===== config.mk =====
export PLATFORM = sky130hd
export DESIGN_NAME = spi_sub_rx
export DESIGN_NICKNAME = d
export VERILOG_FILES = /design/src/rtl/spi_sub_rx_pkg.sv /design/src/rtl/spi_sub_rx_sync_edge.sv /design/src/rtl/spi_sub_rx.sv
export SDC_FILE = /design/constraint.sdc
export NUM_CORES = 1
export LEC_CHECK = 0
export ABC_AREA = 0
export ABC_CLOCK_PERIOD_IN_PS = 3700
export CELL_PAD_IN_SITES_DETAIL_PLACEMENT = 2
export CELL_PAD_IN_SITES_GLOBAL_PLACEMENT = 2
export CORE_MARGIN = 2
export CORE_UTILIZATION = 35
export DETAILED_ROUTE_END_ITERATION = 7
export PLACE_DENSITY = 0.87
export SLEW_MARGIN = 10
export SYNTH_ARGS = -nofsm -noshare
export SYNTH_HDL_FRONTEND = slang
export SYNTH_SLANG_ARGS = --single-unit

===== constraint.sdc =====
create_clock -name clk -period 3.7 [get_ports clk]
set_input_delay 0.74 -clock clk [delete_from_list [all_inputs] [get_ports clk]]
set_output_delay 0.74 -clock clk [all_outputs]
set_load 0.005 [all_outputs]

===== src/rtl/spi_sub_rx_pkg.sv =====
// Shared SPI link definitions used by both ends of the 16-bit csb/sclk/mosi link.
// Holds the link mode, default word width and the receiver FSM encoding.
package spi_sub_rx_pkg;

  localparam int SPI_MODE           = 0;
  localparam int DEFAULT_WORD_WIDTH = 16;

  typedef enum logic [0:0] {
    SPI_IDLE  = 1'b0,
    SPI_SHIFT = 1'b1
  } spi_state_e;

endpackage


===== src/rtl/spi_sub_rx_sync_edge.sv =====
// N-flop synchroniser for one asynchronous pin, with a 1-flop history
// giving single-cycle rise/fall strobes on the synchronised value.
module sync_edge #(
  parameter int   N       = 2,
  parameter logic RST_VAL = 1'b0
) (
  input  logic i_clk,
  input  logic i_rst_n,
  input  logic i_d,
  output logic o_q,
  output logic o_rise,
  output logic o_fall
);

  logic [N-1:0] r_sync;
  logic         r_hist;

  always_ff @(posedge i_clk) begin
    if (!i_rst_n) begin
      r_sync <= {N{RST_VAL}};
      r_hist <= RST_VAL;
    end else begin
      r_sync <= {r_sync[N-2:0], i_d};
      r_hist <= r_sync[N-1];
    end
  end

  assign o_q    = r_sync[N-1];
  assign o_rise = r_sync[N-1] & ~r_hist;
  assign o_fall = ~r_sync[N-1] & r_hist;

endmodule


===== src/rtl/spi_sub_rx.sv =====
// SPI subordinate receiver: oversamples csb/sclk/mosi on clk, shifts words MSB first
// and presents each completed word on a valid/ack holding register.
module spi_sub_rx
  import spi_sub_rx_pkg::*;
#(
  parameter int WORD_WIDTH  = DEFAULT_WORD_WIDTH,
  parameter int SYNC_STAGES = 2
) (
  input  logic                  clk,
  input  logic                  rst_n,
  input  logic                  sclk,
  input  logic                  mosi,
  input  logic                  csb,
  output logic [WORD_WIDTH-1:0] word_out,
  output logic                  word_valid,
  input  logic                  word_ack,
  output logic                  frame_err,
  output logic                  overrun,
  output logic                  busy,
  output spi_state_e            dbg_state
);

  localparam int             CW       = $clog2(WORD_WIDTH + 1);
  localparam logic [CW-1:0]  CNT_FULL = CW'(WORD_WIDTH);

  spi_state_e             r_state, w_state_nxt;
  logic [CW-1:0]          r_bit_cnt;
  logic [WORD_WIDTH-1:0]  r_shift, r_word;
  logic                   r_valid, r_frame_err, r_overrun, r_armed;
  logic [SYNC_STAGES-1:0] r_mosi_sync, r_prime;

  logic w_unused_sclk_s, w_sclk_rise, w_sclk_fall, w_sample;
  logic w_csb_s, w_csb_rise, w_csb_fall, w_mosi_s;
  logic w_shift_en, w_frame_err, w_load, w_cnt_clr;

  sync_edge #(.N(SYNC_STAGES), .RST_VAL(1'b0)) u_sync_sclk (
    .i_clk  (clk),
    .i_rst_n(rst_n),
    .i_d    (sclk),
    .o_q    (w_unused_sclk_s),
    .o_rise (w_sclk_rise),
    .o_fall (w_sclk_fall)
  );

  sync_edge #(.N(SYNC_STAGES), .RST_VAL(1'b1)) u_sync_csb (
    .i_clk  (clk),
    .i_rst_n(rst_n),
    .i_d    (csb),
    .o_q    (w_csb_s),
    .o_rise (w_csb_rise),
    .o_fall (w_csb_fall)
  );

  assign w_mosi_s = r_mosi_sync[SYNC_STAGES-1];
  assign w_sample = (SPI_MODE == 0) ? w_sclk_rise : w_sclk_fall;
  // A full word waits one cycle in the shifter before moving to the holding register.
  assign w_load   = (r_bit_cnt == CNT_FULL);

  always_comb begin
    w_state_nxt = r_state;
    w_shift_en  = 1'b0;
    w_frame_err = 1'b0;
    w_cnt_clr   = 1'b0;
    case (r_state)
      SPI_IDLE: begin
        w_cnt_clr = 1'b1;
        if (w_csb_fall && r_armed) w_state_nxt = SPI_SHIFT;
      end
      SPI_SHIFT: begin
        if (w_csb_rise) begin
          w_state_nxt = SPI_IDLE;
          w_cnt_clr   = 1'b1;
          w_frame_err = (r_bit_cnt != '0) && !w_load;
        end else if (w_sample) begin
          w_shift_en = 1'b1;
        end
      end
      default: w_state_nxt = SPI_IDLE;
    endcase
  end

  // r_prime marks when the csb synchroniser holds real pin samples rather than its
  // reset value; only a genuinely observed high csb arms the FSM for the next frame.
  always_ff @(posedge clk) begin
    if (!rst_n) begin
      r_state     <= SPI_IDLE;
      r_bit_cnt   <= '0;
      r_shift     <= '0;
      r_word      <= '0;
      r_valid     <= 1'b0;
      r_frame_err <= 1'b0;
      r_overrun   <= 1'b0;
      r_armed     <= 1'b0;
      r_mosi_sync <= '0;
      r_prime     <= '0;
    end else begin
      r_state     <= w_state_nxt;
      r_mosi_sync <= {r_mosi_sync[SYNC_STAGES-2:0], mosi};
      r_prime     <= {r_prime[SYNC_STAGES-2:0], 1'b1};
      if (r_prime[SYNC_STAGES-1] && w_csb_s) r_armed <= 1'b1;
      r_frame_err <= w_frame_err;
      r_overrun   <= 1'b0;

      if (w_cnt_clr || w_load) r_bit_cnt <= '0;
      else if (w_shift_en)     r_bit_cnt <= r_bit_cnt + CW'(1);

      if (w_shift_en) r_shift <= {r_shift[WORD_WIDTH-2:0], w_mosi_s};

      if (w_load) begin
        r_word    <= r_shift;
        r_valid   <= 1'b1;
        r_overrun <= r_valid & ~word_ack;
      end else if (r_valid && word_ack) begin
        r_valid <= 1'b0;
      end
    end
  end

  assign word_out   = r_word;
  assign word_valid = r_valid;
  assign frame_err  = r_frame_err;
  assign overrun    = r_overrun;
  assign busy       = ~w_csb_s;
  assign dbg_state  = r_state;

endmodule


; After elaboration in Yosys (flattened, before gate mapping)
; Cells that the tools add are included.
[word_totals]
register_bits = 52
in_bits = 6
output_inout_bits = 21
[classes]
addsub = 1
n_eq_ne = 1
n_mux = 11
n_bitwise = 10
reduce_logical = 11
[op_table]
columns = op, n
row1 = 1-bit 2-to-1 mux, 9
row2 = 1-bit inverter, 6
row3 = 5-bit by 1-bit adder with 5-bit output (second input constant), 1
row4 = 5-bit equality test (second input constant), 1
row5 = 5-bit nonzero test, 1
row6 = 1-bit bitwise AND, 4
row7 = 1-bit logical AND, 4
row8 = 1-bit one-hot mux with 2 select lines, 2
row9 = 3-bit AND reduction, 1
row10 = 2-bit AND reduction, 1
row11 = 2-bit nonzero test, 1
row12 = 2-bit OR reduction, 1
row13 = 1-bit logical NOT, 1
row14 = 1-bit logical OR, 1

; Logic depth before layout (Yosys ltp)
[logic_depth]
word_depth = 6
depth_mapped = 7

; Cells and area by module
; A second synthesis with hierarchy kept.
[hier_totals]
cells_unflattened = 210
area_unflattened_um2 = 1909.3
[modules_own_cells]
columns = module, n_inst, cells_per_inst, area_per_inst_um2
row1 = spi_sub_rx, 1, 194, 1726.7
row2 = sync_edge, 2, 8, 91.3

; Worst setup path before layout
; OpenSTA, ideal clock, no wires.
[synth_timing]
path_kind = reg-to-reg
from = reg r_bit_cnt[0]
to = reg r_bit_cnt[0]
setup_time_ps = 70
arrival_time_ps = 1405
setup_slack_ps = 2225
stages_incl_launch_ff = 7
synth_period_minus_slack_ps = 1475
cell_sequence = dfxtp_1 -> inv_1 -> ha_1 -> nor4bb_1 -> buf_2 -> or3_4 -> a21oi_1
[synth_via]
elab_chain_len = 3
word_cells_on_any_way = 4
cone_classes = 1 x add/sub / 1 x eq/ne / 2 x reduce/logical
[synth_rtl]
columns = item, line
row1 = from (decl), spi_sub_rx.sv:27  ; logic [CW-1:0] r_bit_cnt;
row2 = from (signal assigned), spi_sub_rx.sv:105  ; else if (w_shift_en) r_bit_cnt <= r_bit_cnt + CW'(1);
row3 = branches (longest 3 deep; another with 5-bit by 1-bit adder with 5-bit output), -
; Several ways; the timed one is not identified.
; A chain may end at the register's enable or synchronous reset.

; Final worst setup path
[layout_timing]
from = reg r_state (netlist: dbg_state)
to = out dbg_state
[layout_lines]
columns = item, line
row1 = from (decl), spi_sub_rx.sv:26  ; spi_state_e r_state, w_state_nxt;
row2 = from (signal assigned), spi_sub_rx.sv:97  ; r_state <= w_state_nxt;
row3 = to (decl), spi_sub_rx.sv:20  ; output spi_state_e dbg_state
; No word-level cell between the ends.

==> summary.md <==
| Metric | Value |
|---|---|
| Register area share after synthesis | `0.527` |
| Ys flop type | `dfxtp_1` |
| Pre-Repair DR Iteration Count | `4` |
| Syn. warnings | `0` |
| Setup tns final | `0 ps` |
| Via count | `~1700` |
| Dpl hpwl | `3.24 mm` |
| Starting Density | `0.361` |
| Max_slew headroom | `0.429` |
| Area Growth Syn to Fin | `19.3%` |
| Clock Tree Root | `clkbuf_8` |
| Final instance area | `2360 um^2` |
| CTS Sinks | `between 50 and 60` |
| Io pins | `27` |
| Worst Hold Class | `flop to flop` |
| Buf/Inv on CP | `1` |
| IO Port Bufs | `26` |
| Hold buffer count at cts | `0` |
| Overall die height | `79.2 um` |
| H-Tree Level Count | `2` |
| Area of the mapped netlist | `1980 um^2` |
| Die area | `6270 um^2` |
| Slowest cell on crit path | `dfxtp_1` |
| Post-synth EDFFs | `0` |
| DRC Markers | `0` |
| Core box area | `5470 um^2` |
| Commonest non-fill, non-tap cell in the layout | `dfxtp_1` |
| Delay-heaviest family, CP | `flip-flops` |
| Final slew viol count | `0` |
| Nets | `246` |
| Synth top area share | `0.527` |
| VDD IR-drop max | `0.000224 V` |
| Power, Total | `938 uW` |
| Final clock skew | `9.47 ps` |
| Count of final setup violators | `0` |
| Global route overflow | `0` |
| Critical Path Max Stage Delay | `630 ps` |
| Post-cts resize count | `0` |
| Initial antenna violation count | `0` |
| Routed wire length | `just over 5 mm` |
| CTS Buffer Depth | `2` |
| Final Hold Viols | `0` |
| Yosys top cell by area | `dfxtp_1` |
| Final Critical Period | `roughly 2300 ps` |
| # rows | `27` |
| Yosys reg bits | `52` |
| Status | `finished clean` |
| Static leakage | `0.742 nW` |
| Detail Route Antenna Nets | `0` |
| Mean Syn Cell Area | `a little under 9 um^2` |
| Crit end category | `primary output` |
| CP Cell Sequence | `clkdlybuf4s50_1` |
| Count of cell types in the netlist | `30` |
| Startpoint types | `flop` |
| Via density | `5.33` |
| Unrepaired setup endpoints after global routing | `no` |
| Flop-to-flop setup slack | `1640 ps` |
| Final Core Density | `0.431` |
| Syn Inst Count | `between 200 and 250` |
| Syn nets | `229` |
| Period utilization | `0.612` |
| Largest net degree at the start of global routing | `35` |
| Clk slew on worst S/H paths | `90 ps` |
| Most frequent cells in the layout | `52 x dfxtp_1, 38 x a21oi_1, 37 x nand2_1` |
| F_max | `442 MHz` |
| Global-route wire length before repair | `8.54 mm` |
| Initial DRC Count | `~110` |
| Critical-path maximum fanout | `12` |
| CTS tree | `done` |
| Asr flop ratio synth | `0` |
| TritonCTS buffer count | `5` |
| Number of global-route vias before repair | `1744` |
| Largest cells by area after synthesis | `dfxtp_1 53%, a21oi_1 9.6%, o31ai_1 7.6%, nand2_1 7.0%, nand4_1 5.7%` |
| Clk_lat worst skew | `300 ps` |
| PwrDens | `around 400 nW/um^2` |
| MaxCap Viol Count | `0` |
| Critical path class | `flop to primary output` |
| GRT Overall Usage | `0.171` |
| Worst EP required | `2960 ps` |
| Final Wtd Congestion | `0.754` |
| Die Span X | `between 70 and 80 um` |
| CP Data Arrival Time | `about 1500 ps` |
| Area of placed instances | `2260 um^2` |
| Share of cells above drive strength 1 | `0.0586` |
| Worst-margin pin slew | `857 ps` |
| WL per Instance | `around 16 um` |
| Ant diodes | `0` |
| Total setup buffers inserted after CTS | `0` |
-- area by class of cell --
cell class,instances,area [um^2]
fill,612,3110
sequential,52,1040
multi-input combinational,144,825
timing repair buffer,30,290
tap,72,90.1
clock buffer,7,86.3
inverter,5,18.8
clock inverter,1,7.51
-- through the flow --
step	hold slack [ps]	instances	worst slack [ps]
finish	442	311	1440
global route	455	311	1390
floorplan	386	221	2220
global placement	392	303	1580
CTS	449	311	1460
detailed placement	425	303	1490
-- registers in the layout, summed over array words and instances, names as in the netlist --
name	flops
u_sync_csb.r_sync	2
u_sync_sclk.r_sync	2
r_mosi_sync	2
r_bit_cnt	5
frame_err	1
r_shift	16
word_out	16
r_armed	1
dbg_state	1
r_prime	2
u_sync_sclk.r_hist	1
u_sync_csb.r_hist	1
overrun	1
word_valid	1
-- worst paths after layout --
kind,start,endpoint,cells after the start
worst max-delay path,dbg_state$_SDFF_PN0_,dbg_state,1
worst min-delay path,u_sync_csb.r_sync[0]$_SDFF_PN1_,u_sync_csb.r_sync[1]$_SDFF_PN1_,1
worst max register to register,dbg_state$_SDFF_PN0_,r_bit_cnt[0]$_SDFFE_PP0P_,4
worst min register to register,u_sync_csb.r_sync[0]$_SDFF_PN1_,u_sync_csb.r_sync[1]$_SDFF_PN1_,1
-- kinds of logic after synthesis --
group	share of synthesized area
AO/OA/AOI/OAI	0.182
adder cells (fa/ha/maj)	0.0127
buffers and inverters	0.0595
flip-flops	0.527
AND/OR/NAND/NOR	0.220
-- cells in the mapped netlist, types with 2 or more instances --
master     n
ha_1       2
clkinv_1   2
inv_1      3
buf_2      9
nor2b_1    2
nand2_1   37
nand4b_1   2
buf_1      2
or4_1      2
clkbuf_1   6
dfxtp_1   52
o31ai_1   20
nand4_1   18
and2_1     6
nand2b_1   3
nor2_1     4
a21oi_1   38
-- where the power goes --
group          internal, mW  switching [mW]
registers             0.565         0.00350
logic                0.0114          0.0217
clock network         0.152           0.184
-- metal layers --
layer	up-vias	wire [um]	global-route usage
met4	0	73	0.0552
met1	812	2310	0.206
li1	814	-	-
met3	7	117	0.0341
met5	-	0	0
met2	26	2600	0.305
(Power assumes the default switching activity.)
